<file path="src/rtl/ws2812_stream_decoder_if.sv">
// Output bundle of the WS2812 stream decoder: decoded pixels, frame markers and error status.
// Valid-only stream: pixel_valid, frame_done and err are single-cycle strobes with no back-pressure;
// the data fields are meaningful in the strobe cycle and hold their value until the next strobe.
interface ws2812_stream_decoder_if #(
  parameter int IDX_W = 8
);
  logic [23:0]      pixel_data;
  logic             pixel_valid;
  logic [IDX_W-1:0] pixel_index;
  logic             frame_done;
  logic [IDX_W-1:0] frame_pixels;
  logic             err;
  logic [7:0]       err_count;
  logic             in_sync;

  modport master (
    output pixel_data, pixel_valid, pixel_index, frame_done,
    output frame_pixels, err, err_count, in_sync
  );

  modport slave (
    input pixel_data, pixel_valid, pixel_index, frame_done,
    input frame_pixels, err, err_count, in_sync
  );
endinterface

</file>
<file path="src/rtl/ws2812_stream_decoder.sv">
// WS2812B NRZ receiver: measures high pulses on a synchronised line, decodes 24-bit pixels,
// detects the frame reset gap and flags glitches, stuck-high lines and truncated words.
module ws2812_stream_decoder #(
  parameter int T_THRESH     = 25,
  parameter int MIN_HIGH     = 4,
  parameter int MAX_HIGH     = 60,
  parameter int RESET_CYCLES = 1600,
  parameter int IDX_W        = 8
) (
  input  logic                    clk,
  input  logic                    reset,
  input  logic                    din,
  ws2812_stream_decoder_if.master px,
  output logic [1:0]              dbg_state
);
  localparam int LOW_W = $clog2(RESET_CYCLES + 1);
  localparam logic [6:0]       T_TH     = 7'(T_THRESH);
  localparam logic [6:0]       MIN_H    = 7'(MIN_HIGH);
  localparam logic [6:0]       MAX_H    = 7'(MAX_HIGH);
  localparam logic [LOW_W-1:0] RST_LAST = LOW_W'(RESET_CYCLES - 1);
  localparam logic [LOW_W-1:0] LOW_ONE  = LOW_W'(1);

  typedef enum logic [1:0] {
    ST_RESYNC = 2'd0,
    ST_IDLE   = 2'd1,
    ST_HIGH   = 2'd2,
    ST_LOW    = 2'd3
  } state_t;

  state_t           state_q, state_d;
  logic             s1, s2, s3;
  logic             rise, fall;
  logic [6:0]       high_q, high_d, high_sat;
  logic [LOW_W-1:0] low_q, low_d, low_sat;
  logic [4:0]       bit_cnt_q;
  logic [23:0]      shift_q;
  logic [IDX_W-1:0] pix_cnt_q;
  logic             bit_wr, bit_val, word_done, err_d, frame_end;

  logic [23:0]      pixel_data_q;
  logic             pixel_valid_q;
  logic [IDX_W-1:0] pixel_index_q;
  logic             frame_done_q;
  logic [IDX_W-1:0] frame_pixels_q;
  logic             err_q;
  logic [7:0]       err_count_q;

  assign rise     = s2 & ~s3;
  assign fall     = ~s2 & s3;
  assign high_sat = (high_q == 7'h7f) ? high_q : high_q + 7'd1;
  assign low_sat  = (low_q == {LOW_W{1'b1}}) ? low_q : low_q + LOW_ONE;

  // Synchroniser, FSM state and pulse-width counters.
  always_ff @(posedge clk) begin
    if (reset) begin
      s1      <= 1'b0;
      s2      <= 1'b0;
      s3      <= 1'b0;
      state_q <= ST_RESYNC;
      high_q  <= '0;
      low_q   <= '0;
    end else begin
      s1      <= din;
      s2      <= s1;
      s3      <= s2;
      state_q <= state_d;
      high_q  <= high_d;
      low_q   <= low_d;
    end
  end

  always_comb begin
    state_d   = state_q;
    high_d    = high_q;
    low_d     = low_q;
    bit_wr    = 1'b0;
    err_d     = 1'b0;
    frame_end = 1'b0;
    bit_val   = (high_q > T_TH);
    case (state_q)
      ST_RESYNC: begin
        if (s2) begin
          low_d = '0;
        end else begin
          low_d = low_sat;
          if (low_q == RST_LAST) state_d = ST_IDLE;
        end
      end
      ST_IDLE: begin
        if (rise) begin
          state_d = ST_HIGH;
          high_d  = 7'd1;
        end
      end
      ST_HIGH: begin
        if (s2) begin
          // Stuck line is reported as soon as the limit is crossed, without waiting for a fall.
          if (high_q == MAX_H) begin
            err_d   = 1'b1;
            state_d = ST_RESYNC;
            low_d   = '0;
          end else begin
            high_d = high_sat;
          end
        end else if (fall) begin
          low_d = LOW_ONE;
          if (high_q < MIN_H) begin
            err_d   = 1'b1;
            state_d = ST_RESYNC;
          end else begin
            bit_wr  = 1'b1;
            state_d = ST_LOW;
          end
        end
      end
      ST_LOW: begin
        if (rise) begin
          state_d = ST_HIGH;
          high_d  = 7'd1;
        end else begin
          low_d = low_sat;
          if (low_q == RST_LAST) begin
            frame_end = 1'b1;
            err_d     = (bit_cnt_q != 5'd0);
            state_d   = ST_IDLE;
          end
        end
      end
      default: state_d = ST_RESYNC;
    endcase
  end

  assign word_done = bit_wr && (bit_cnt_q == 5'd23);

  // Word assembly, pixel/frame bookkeeping and registered output strobes.
  always_ff @(posedge clk) begin
    if (reset) begin
      bit_cnt_q      <= '0;
      shift_q        <= '0;
      pix_cnt_q      <= '0;
      pixel_data_q   <= '0;
      pixel_valid_q  <= 1'b0;
      pixel_index_q  <= '0;
      frame_done_q   <= 1'b0;
      frame_pixels_q <= '0;
      err_q          <= 1'b0;
      err_count_q    <= '0;
    end else begin
      pixel_valid_q <= word_done;
      frame_done_q  <= frame_end;
      err_q         <= err_d;
      if (err_d && (err_count_q != 8'hff)) err_count_q <= err_count_q + 8'd1;
      if (frame_end) frame_pixels_q <= pix_cnt_q;
      // Partial words are discarded simply by restarting the bit position outside a frame.
      if ((state_q == ST_RESYNC) || (state_q == ST_IDLE)) begin
        bit_cnt_q <= '0;
        pix_cnt_q <= '0;
      end else if (bit_wr) begin
        shift_q[bit_cnt_q] <= bit_val;
        if (word_done) begin
          bit_cnt_q     <= '0;
          pixel_data_q  <= {bit_val, shift_q[22:0]};
          pixel_index_q <= pix_cnt_q;
          if (pix_cnt_q != {IDX_W{1'b1}}) pix_cnt_q <= pix_cnt_q + IDX_W'(1);
        end else begin
          bit_cnt_q <= bit_cnt_q + 5'd1;
        end
      end
    end
  end

  assign px.pixel_data   = pixel_data_q;
  assign px.pixel_valid  = pixel_valid_q;
  assign px.pixel_index  = pixel_index_q;
  assign px.frame_done   = frame_done_q;
  assign px.frame_pixels = frame_pixels_q;
  assign px.err          = err_q;
  assign px.err_count    = err_count_q;
  assign px.in_sync      = (state_q != ST_RESYNC);
  assign dbg_state       = state_q;
endmodule

</file>
<file path="src/flat_wrapper.sv">
// flat-port wrapper written by rule: the top's interface ports become plain ports
module ws2812_stream_decoder_flat 
#(
  parameter int T_THRESH     = 25,
  parameter int MIN_HIGH     = 4,
  parameter int MAX_HIGH     = 60,
  parameter int RESET_CYCLES = 1600,
  parameter int IDX_W        = 8
)
  (clk, reset, din, dbg_state, px_pixel_data, px_pixel_valid, px_pixel_index, px_frame_done, px_frame_pixels, px_err, px_err_count, px_in_sync);
  ws2812_stream_decoder_if #(.IDX_W(IDX_W)) px_i ();
  input  logic clk;
  input  logic reset;
  input  logic din;
  output logic [1:0] dbg_state;
  output wire logic [$bits(px_i.pixel_data)-1:0] px_pixel_data;
  output wire logic [$bits(px_i.pixel_valid)-1:0] px_pixel_valid;
  output wire logic [$bits(px_i.pixel_index)-1:0] px_pixel_index;
  output wire logic [$bits(px_i.frame_done)-1:0] px_frame_done;
  output wire logic [$bits(px_i.frame_pixels)-1:0] px_frame_pixels;
  output wire logic [$bits(px_i.err)-1:0] px_err;
  output wire logic [$bits(px_i.err_count)-1:0] px_err_count;
  output wire logic [$bits(px_i.in_sync)-1:0] px_in_sync;
  assign px_pixel_data = px_i.pixel_data;
  assign px_pixel_valid = px_i.pixel_valid;
  assign px_pixel_index = px_i.pixel_index;
  assign px_frame_done = px_i.frame_done;
  assign px_frame_pixels = px_i.frame_pixels;
  assign px_err = px_i.err;
  assign px_err_count = px_i.err_count;
  assign px_in_sync = px_i.in_sync;
  ws2812_stream_decoder #(.T_THRESH(T_THRESH), .MIN_HIGH(MIN_HIGH), .MAX_HIGH(MAX_HIGH), .RESET_CYCLES(RESET_CYCLES), .IDX_W(IDX_W)) u_core (.clk(clk), .reset(reset), .din(din), .px(px_i), .dbg_state(dbg_state));
endmodule
</file>
<file path="config.mk">
export PLATFORM = sky130hd
export DESIGN_NAME = ws2812_stream_decoder_flat
export DESIGN_NICKNAME = d
export VERILOG_FILES = /design/src/rtl/ws2812_stream_decoder_if.sv /design/src/rtl/ws2812_stream_decoder.sv /design/src/flat_wrapper.sv
export SDC_FILE = /design/constraint.sdc
export NUM_CORES = 1
export LEC_CHECK = 0
export ABC_AREA = 0
export CAP_MARGIN = 20
export CORE_MARGIN = 2
export CORE_UTILIZATION = 51
export DETAILED_ROUTE_END_ITERATION = 10
export PLACE_DENSITY = 0.83
export SYNTH_ARGS = -nofsm -noshare
export SYNTH_HDL_FRONTEND = slang
export SYNTH_SLANG_ARGS = --single-unit
</file>
<file path="constraint.sdc">
create_clock -name clk -period 2.1 [get_ports clk]
set_clock_uncertainty 0.15 [all_clocks]
set_input_delay 0.42 -clock clk [delete_from_list [all_inputs] [get_ports clk]]
set_output_delay 0.42 -clock clk [all_outputs]
set_load 0.1 [all_outputs]
</file>
After elaboration in Yosys (flattened, before gate mapping) --
Cells that the tools add are included.
Cells by class: shifts and indexed selects 0, add/subtract/negate cells 5, $lt $le $gt $ge 4, eq/ne operators 19, multiplexer cells 39, div/mod/pow operators 0, reduce and logical (&&, ||, !) cells 17, bitwise operators 5, multipliers 0
Operator list (number):
- 11-bit two-way mux | 6
- 11-bit one-hot mux with 3 select lines | 1
- 7-bit two-way mux | 4
- 24-bit bitwise mux | 1
- 11-bit == test (second input constant) | 2
- 8-bit by 1-bit adder with 8-bit output (second input constant) | 2
- 2-bit two-way mux | 8
- 8-bit inequality test (second input constant) | 2
- 1-bit two-way mux | 14
- 7-bit one-hot mux with 2 select lines | 1
- 11-bit by 1-bit adder with 11-bit output (second input constant) | 1
- 2-bit inequality test (second input constant) | 4
- 2-bit one-hot mux with 4 select lines | 1
- 4-bit AND reduction | 2
- 7-bit by 1-bit adder with 7-bit output (second input constant) | 1
- 7-bit by 6-bit == test with 1-bit output (second input constant) | 1
- 7-bit == test (second input constant) | 1
- 7-bit by 5-bit greater-than comparator with 1-bit output (second input constant) | 1
- 7-bit by 3-bit less-than comparator with 1-bit output (second input constant) | 1
- 5-bit by 6-bit less-than comparator with 1-bit output (second input constant) | 1
- 2-bit by 1-bit inequality test with 1-bit output (second input constant) | 3
- 3-bit AND reduction | 2
- 5-bit by 1-bit adder with 5-bit output (second input constant) | 1
- 1-bit demux with 5-bit select | 1
- 19 further kinds | 27
Storage, ports and cells: memories kept 0, word-level logic and storage cells 105, bits in read-only memories 0, latch bits 0, input bits 3, bits in writable memories 0, bits in registers 111, output and inout bits 54

Depth between registers and ports, before layout --
word-level depth 7, gate-level depth with buffers 9, depth with buffers taken out 7

Least setup slack after synthesis --
Ideal clock, no wire load.
kind register to register, start point register u_core.state_q[0] (netlist: u_core.dbg_state[0]), end point register u_core.err_count_q[4] (netlist: u_core.px.err_count[4]), setup slack -0.700 ns, setup time 0.123 ns, data required time 1.827 ns, buffers on the path 1, stages on the path, launching flop included 6, clock period less this slack 2.800 ns, arrival time 2.526 ns, cell sequence dfxtp_1 clkbuf_8 nand2_1 or4b_4 a211oi_1 mux2_1
On the way: longest elaborated chain between the ends 3, elaborated cells between the ends (all ways) 4, those cells by class 2 x eq/ne; 1 x mux; 1 x reduce/logical
Ends and longest elaborated chain:
- start: declaration | line ws2812_stream_decoder.sv:30 | state_t state_q, state_d;
- start signal: assignment | line ws2812_stream_decoder.sv:66 | state_q <= state_d;
- 2-bit == test | line ws2812_stream_decoder.sv:80 | case (state_q)
- 1-bit one-hot mux with 2 select lines * | line ws2812_stream_decoder.sv:80
- 1-bit logical AND * | line ws2812_stream_decoder.sv:152 | if (err_d && (err_count_q != 8'hff)) err_count_q <= err_count_q + 8'd1;
- end signal: assignment | line ws2812_stream_decoder.sv:152
- end: declaration | line ws2812_stream_decoder.sv:46 | logic [7:0] err_count_q;
Every way passes the cells marked *; elsewhere a longest branch is shown, timed or not. A chain may end at the register's enable or synchronous reset.

Worst setup path in the final report --
start point register u_core.low_q[1], end point register u_core.err_count_q[6] (netlist: u_core.px.err_count[6])
On the way: longest elaborated chain between the ends 5
Ends and longest elaborated chain:
- start: declaration | line ws2812_stream_decoder.sv:34 | logic [LOW_W-1:0] low_q, low_d, low_sat;
- start signal: assignment | line ws2812_stream_decoder.sv:68 | low_q <= low_d;
- 11-bit == test | line ws2812_stream_decoder.sv:122 | if (low_q == RST_LAST) begin
- 1-bit two-way mux | line ws2812_stream_decoder.sv:122
- 1-bit two-way mux | line ws2812_stream_decoder.sv:117 | if (rise) begin
- 1-bit one-hot mux with 2 select lines | line ws2812_stream_decoder.sv:80
- 1-bit logical AND | line ws2812_stream_decoder.sv:152
No other way between the ends.

==> load_flow_metrics.sql <==
INSERT INTO impl_metrics (metric_group, metric, value, unit) VALUES
('floorplanning', 'die_area', '10700', 'um2'),
('clock_tree', 'clock_sink_count', '110', ''),
('power', 'power_density', '538', 'nW/um2'),
('worst_setup_path', 'critical_path.reg2reg.startpoint', 'u_core.low_q[1]$_SDFFE_PP0P_', ''),
('worst_setup_path', 'critPathLaunchType', 'register', ''),
('detailed_routing', 'post_drt_via_cell_ratio', '5.55', ''),
('worst_setup_path', 'timing.critical_path.arrival', '2.32', 'ns'),
('worst_setup_path', 'crit-reg2reg-capture', 'u_core.px.err_count[6]$_SDFFE_PP0P_', ''),
('cells_and_area', 'multi_input_comb_area', '2730', 'um2'),
('sta', 'final_critical_path_setup_slack', '-0.111', 'ns'),
('sta', 'grt_setup_unrepaired', 'yes', ''),
('sta', 'timing_hold_violations_final', '0', ''),
('cells_and_area', 'layout.nets', '713', ''),
('power', 'vdd_ir_drop_max', '322', 'uV'),
('floorplanning', 'initial_util', '52.1', '%'),
('sta', 'fin_crit', '2.21', 'ns'),
('sta', 'timing.final.max_slew_violations', '0', ''),
('worst_setup_path', 'critical_path.cell_chain', 'ha_4 -> and4_4 -> nand4_4 -> or4b_4 -> a211oi_2 -> mux2_1', ''),
('cells_and_area', 'fillCellCount', '806', ''),
('status', 'outcome', 'complete, but fails checks', ''),
('place', 'gpl.final_weighted_congestion', '0.951', ''),
('logic_synthesis', 'mappedNetlistArea', '5040', 'um2'),
('worst_setup_path', 'criticalPathCategory', 'register to register', ''),
('clock_tree', 'cts_root_buf', 'sky130_fd_sc_hd__clkbuf_8', ''),
('detailed_routing', 'dr.pass1.iters', '5', ''),
('worst_setup_path', 'critical_path_max_stage_delay', '0.54', 'ns'),
('logic_synthesis', 'synth-edff-count', '0', ''),
('worst_setup_path', 'worst-r2r-setup-slack', '-0.11', 'ns'),
('floorplanning', 'boundary_pins', '57', ''),
('detailed_routing', 'drc', '0', ''),
('worst_setup_path', 'cp-startpoint', 'u_core.low_q[1]$_SDFFE_PP0P_', ''),
('clock_tree', 'clkSlewWorstSetupHoldPaths', '0.11', 'ns'),
('detailed_routing', 'ant_nets', '0', ''),
('detailed_routing', 'mean_routed_wirelength_per_cell', '14.2', 'um'),
('clock_tree', 'postCtsHoldBufs', '0', ''),
('worst_setup_path', 'cp-endpoint', 'u_core.px.err_count[6]$_SDFFE_PP0P_', ''),
('global_route', 'grt_overflow_total', '0', ''),
('place', 'hpwlAfterDp', '8.41', 'mm'),
('logic_synthesis', 'share_of_synthesized_flip_flops_with_an_asynchronous_set_or_reset', '0', '%'),
('place', 'pre_cts_ws', '-0.152', 'ns'),
('floorplanning', 'std_cell_rows', '36', ''),
('logic_synthesis', 'synthesis.instances', '611', ''),
('detailed_routing', 'drt_iter0_markers', '195', ''),
('cells_and_area', 'final_common_cell', 'sky130_fd_sc_hd__buf_4', ''),
('global_route', 'grt_antenna_before_repair', '0', ''),
('clock_tree', 'worstSkewPairLatency', '0.38', 'ns'),
('power', 'power.static_leakage', '2.27', 'nW'),
('sta', 'timing_worst_slew_pin_value', '0.579', 'ns'),
('global_route', 'grt_start_max_net_pins', '34', ''),
('worst_setup_path', 'reg2reg_depth', '6', ''),
('cells_and_area', 'area_growth_syn_to_layout', '26.3', '%'),
('logic_synthesis', 'synthesis.area_per_instance', '8.25', 'um2'),
('status', 'failed_checks', 'negative setup slack', ''),
('min_path', 'hold_path_depth', '2', ''),
('detailed_routing', 'routed-via-count', '4652', ''),
('worst_setup_path', 'critPathSlowestCell', 'sky130_fd_sc_hd__or4b_4', ''),
('logic_synthesis', 'ys_seq_area_share', '43.7', '%'),
('cells_and_area', 'final_core_util', '65.7', '%'),
('sta', 'number_of_setup_violations_in_the_final_report', '6', ''),
('clock_tree', 'h-tree-depth', '3', ''),
('place', 'port-buffer-count', '56', ''),
('logic_synthesis', 'dominantRegCellSynth', 'sky130_fd_sc_hd__dfxtp_1', ''),
('floorplanning', 'die_w', '103', 'um'),
('cells_and_area', 'share_of_layout_cells_above_drive_strength_1', '27.5', '%'),
('sta', 'slew_headroom', '61.2', '%'),
('flow_run', 'maxCapViolations', '0', ''),
('global_route', 'grt_pass1_wl', '19.3', 'mm'),
('sta', 'fmaxAchievable', '0.452', 'GHz'),
('sta', 'final.period_utilization', '105', '%'),
('logic_synthesis', 'postSynthNetCount', '624', ''),
('cells_and_area', 'most-common-layout-cells', 'sky130_fd_sc_hd__buf_4 (102), sky130_fd_sc_hd__dfxtp_1 (93), sky130_fd_sc_hd__nand2_1 (92)', '');
[layout make-up]
cell class                 instances  area share [%]
multi-input combinational        455            42.9
sequential                       110            35.1
timing repair buffer             116            16.0
tap                              133            2.61
clock buffer                      10            2.00
clock inverter                     6           0.943
inverter                           8           0.472
[per-stage QoR]
step	std cells	hold slack, ns	total power, mW	area, um2
5_1_grt	838	0.319	3.54	6370
3_5_place_dp	814	0.294	2.22	5980
6_report	838	0.301	3.42	6370
3_3_place_gp	813	0.288	2.22	5970
2_1_floorplan	611	0.264	2.20	5120
4_1_cts	832	0.285	3.44	6200
[worst max-delay path, delay by kind of cell, from the launching register on]
family | cells | cell delay (ns)
compound gates | 1 | 0.21
fa+ha+maj | 1 | 0.14
flops | 1 | 0.37
mux | 1 | 0.33
simple gates | 3 | 0.90
[cells by family (layout without fill, tap and decap cells)]
kind of cell,count (synthesis),after routing,share of synthesized area [%]
AND/OR/NAND/NOR,304,304,29.6
flip-flops,110,110,43.7
XOR/XNOR,15,15,2.61
multiplexers,7,7,1.51
buffers and inverters,46,140,5.71
adder cells (fa/ha/maj),10,10,2.48
AO/OA/AOI/OAI,119,119,14.4
[what timing repair did]
item                                   4_1_cts  5_1_grt
resized for setup                            6       26
pin swaps                                    3       11
setup endpoints to repair                   10       45
setup buffers                                2        6
endpoints found under the hold margin        0        0
cloned                                       0        0
[worst min-delay path by stage]
stage / start / end
5_1_grt: reset / u_core.px.err_count[3]$_SDFFE_PP0P_
6_report: reset / u_core.dbg_state[1]$_SDFFE_PP0P_
3_5_place_dp: u_core.shift_q[11]$_SDFFE_PP0P_ / u_core.px.pixel_data[11]$_SDFFE_PP0P_
4_1_cts: reset / u_core.dbg_state[1]$_SDFFE_PP0P_
3_3_place_gp: u_core.shift_q[11]$_SDFFE_PP0P_ / u_core.px.pixel_data[11]$_SDFFE_PP0P_
2_1_floorplan: u_core.s1$_SDFF_PP0_ / u_core.s2$_SDFF_PP0_
[where the power goes]
group          switching [mW]  internal [mW]  total (mW)  leakage (nW)
Sequential            0.00831           2.09        2.10         0.896
Combinational          0.0539         0.0350      0.0889          1.28
Clock                   0.773          0.467        1.24        0.0968
[sequential cells by signal, indices dropped and copies added (netlist names)]
name	count
u_core.low_q	11
u_core.high_q	7
u_core.shift_q	23
u_core.px.pixel_valid	1
u_core.s1	1
u_core.s2	1
u_core.px.frame_done	1
u_core.px.pixel_index	8
u_core.s3	1
u_core.bit_cnt_q	5
u_core.dbg_state	2
u_core.px.err	1
u_core.px.frame_pixels	8
u_core.px.err_count	8
u_core.pix_cnt_q	8
u_core.px.pixel_data	24
[cell usage after synthesis (4+ instances only)]
master,n,share of area (%)
sky130_fd_sc_hd__nand3_1,20,2.0
sky130_fd_sc_hd__nor3_1,46,4.6
sky130_fd_sc_hd__ha_1,10,2.5
sky130_fd_sc_hd__and3_1,6,0.74
sky130_fd_sc_hd__inv_1,8,0.60
sky130_fd_sc_hd__buf_2,11,1.1
sky130_fd_sc_hd__a211oi_1,6,0.89
sky130_fd_sc_hd__nand2b_1,6,0.74
sky130_fd_sc_hd__nand4_1,12,1.5
sky130_fd_sc_hd__o31ai_1,6,0.89
sky130_fd_sc_hd__o211ai_1,5,0.74
sky130_fd_sc_hd__o21ai_0,14,1.4
sky130_fd_sc_hd__a21oi_1,61,6.1
sky130_fd_sc_hd__mux2_1,5,1.1
sky130_fd_sc_hd__and4_1,4,0.69
sky130_fd_sc_hd__buf_6,6,1.3
sky130_fd_sc_hd__dfxtp_1,110,44
sky130_fd_sc_hd__xnor2_1,14,2.4
sky130_fd_sc_hd__clkbuf_1,13,0.97
sky130_fd_sc_hd__nand2_1,93,6.9
sky130_fd_sc_hd__nor2_1,71,5.3
sky130_fd_sc_hd__nor2b_1,11,1.4
sky130_fd_sc_hd__a31oi_1,5,0.62
[layer usage]
| layer | share of wire, % | vias up | global-route usage [%] |
|---|---|---|---|
| met4 | 1.7 | 0 | 8.70 |
| met1 | 45 | 2190 | 29.4 |
| met5 | 0 | - | 0 |
| li1 | - | 2305 | - |
| met2 | 48 | 137 | 37.1 |
| met3 | 5.2 | 20 | 5.17 |
No activity file was read; power rests on OpenSTA's default activity.
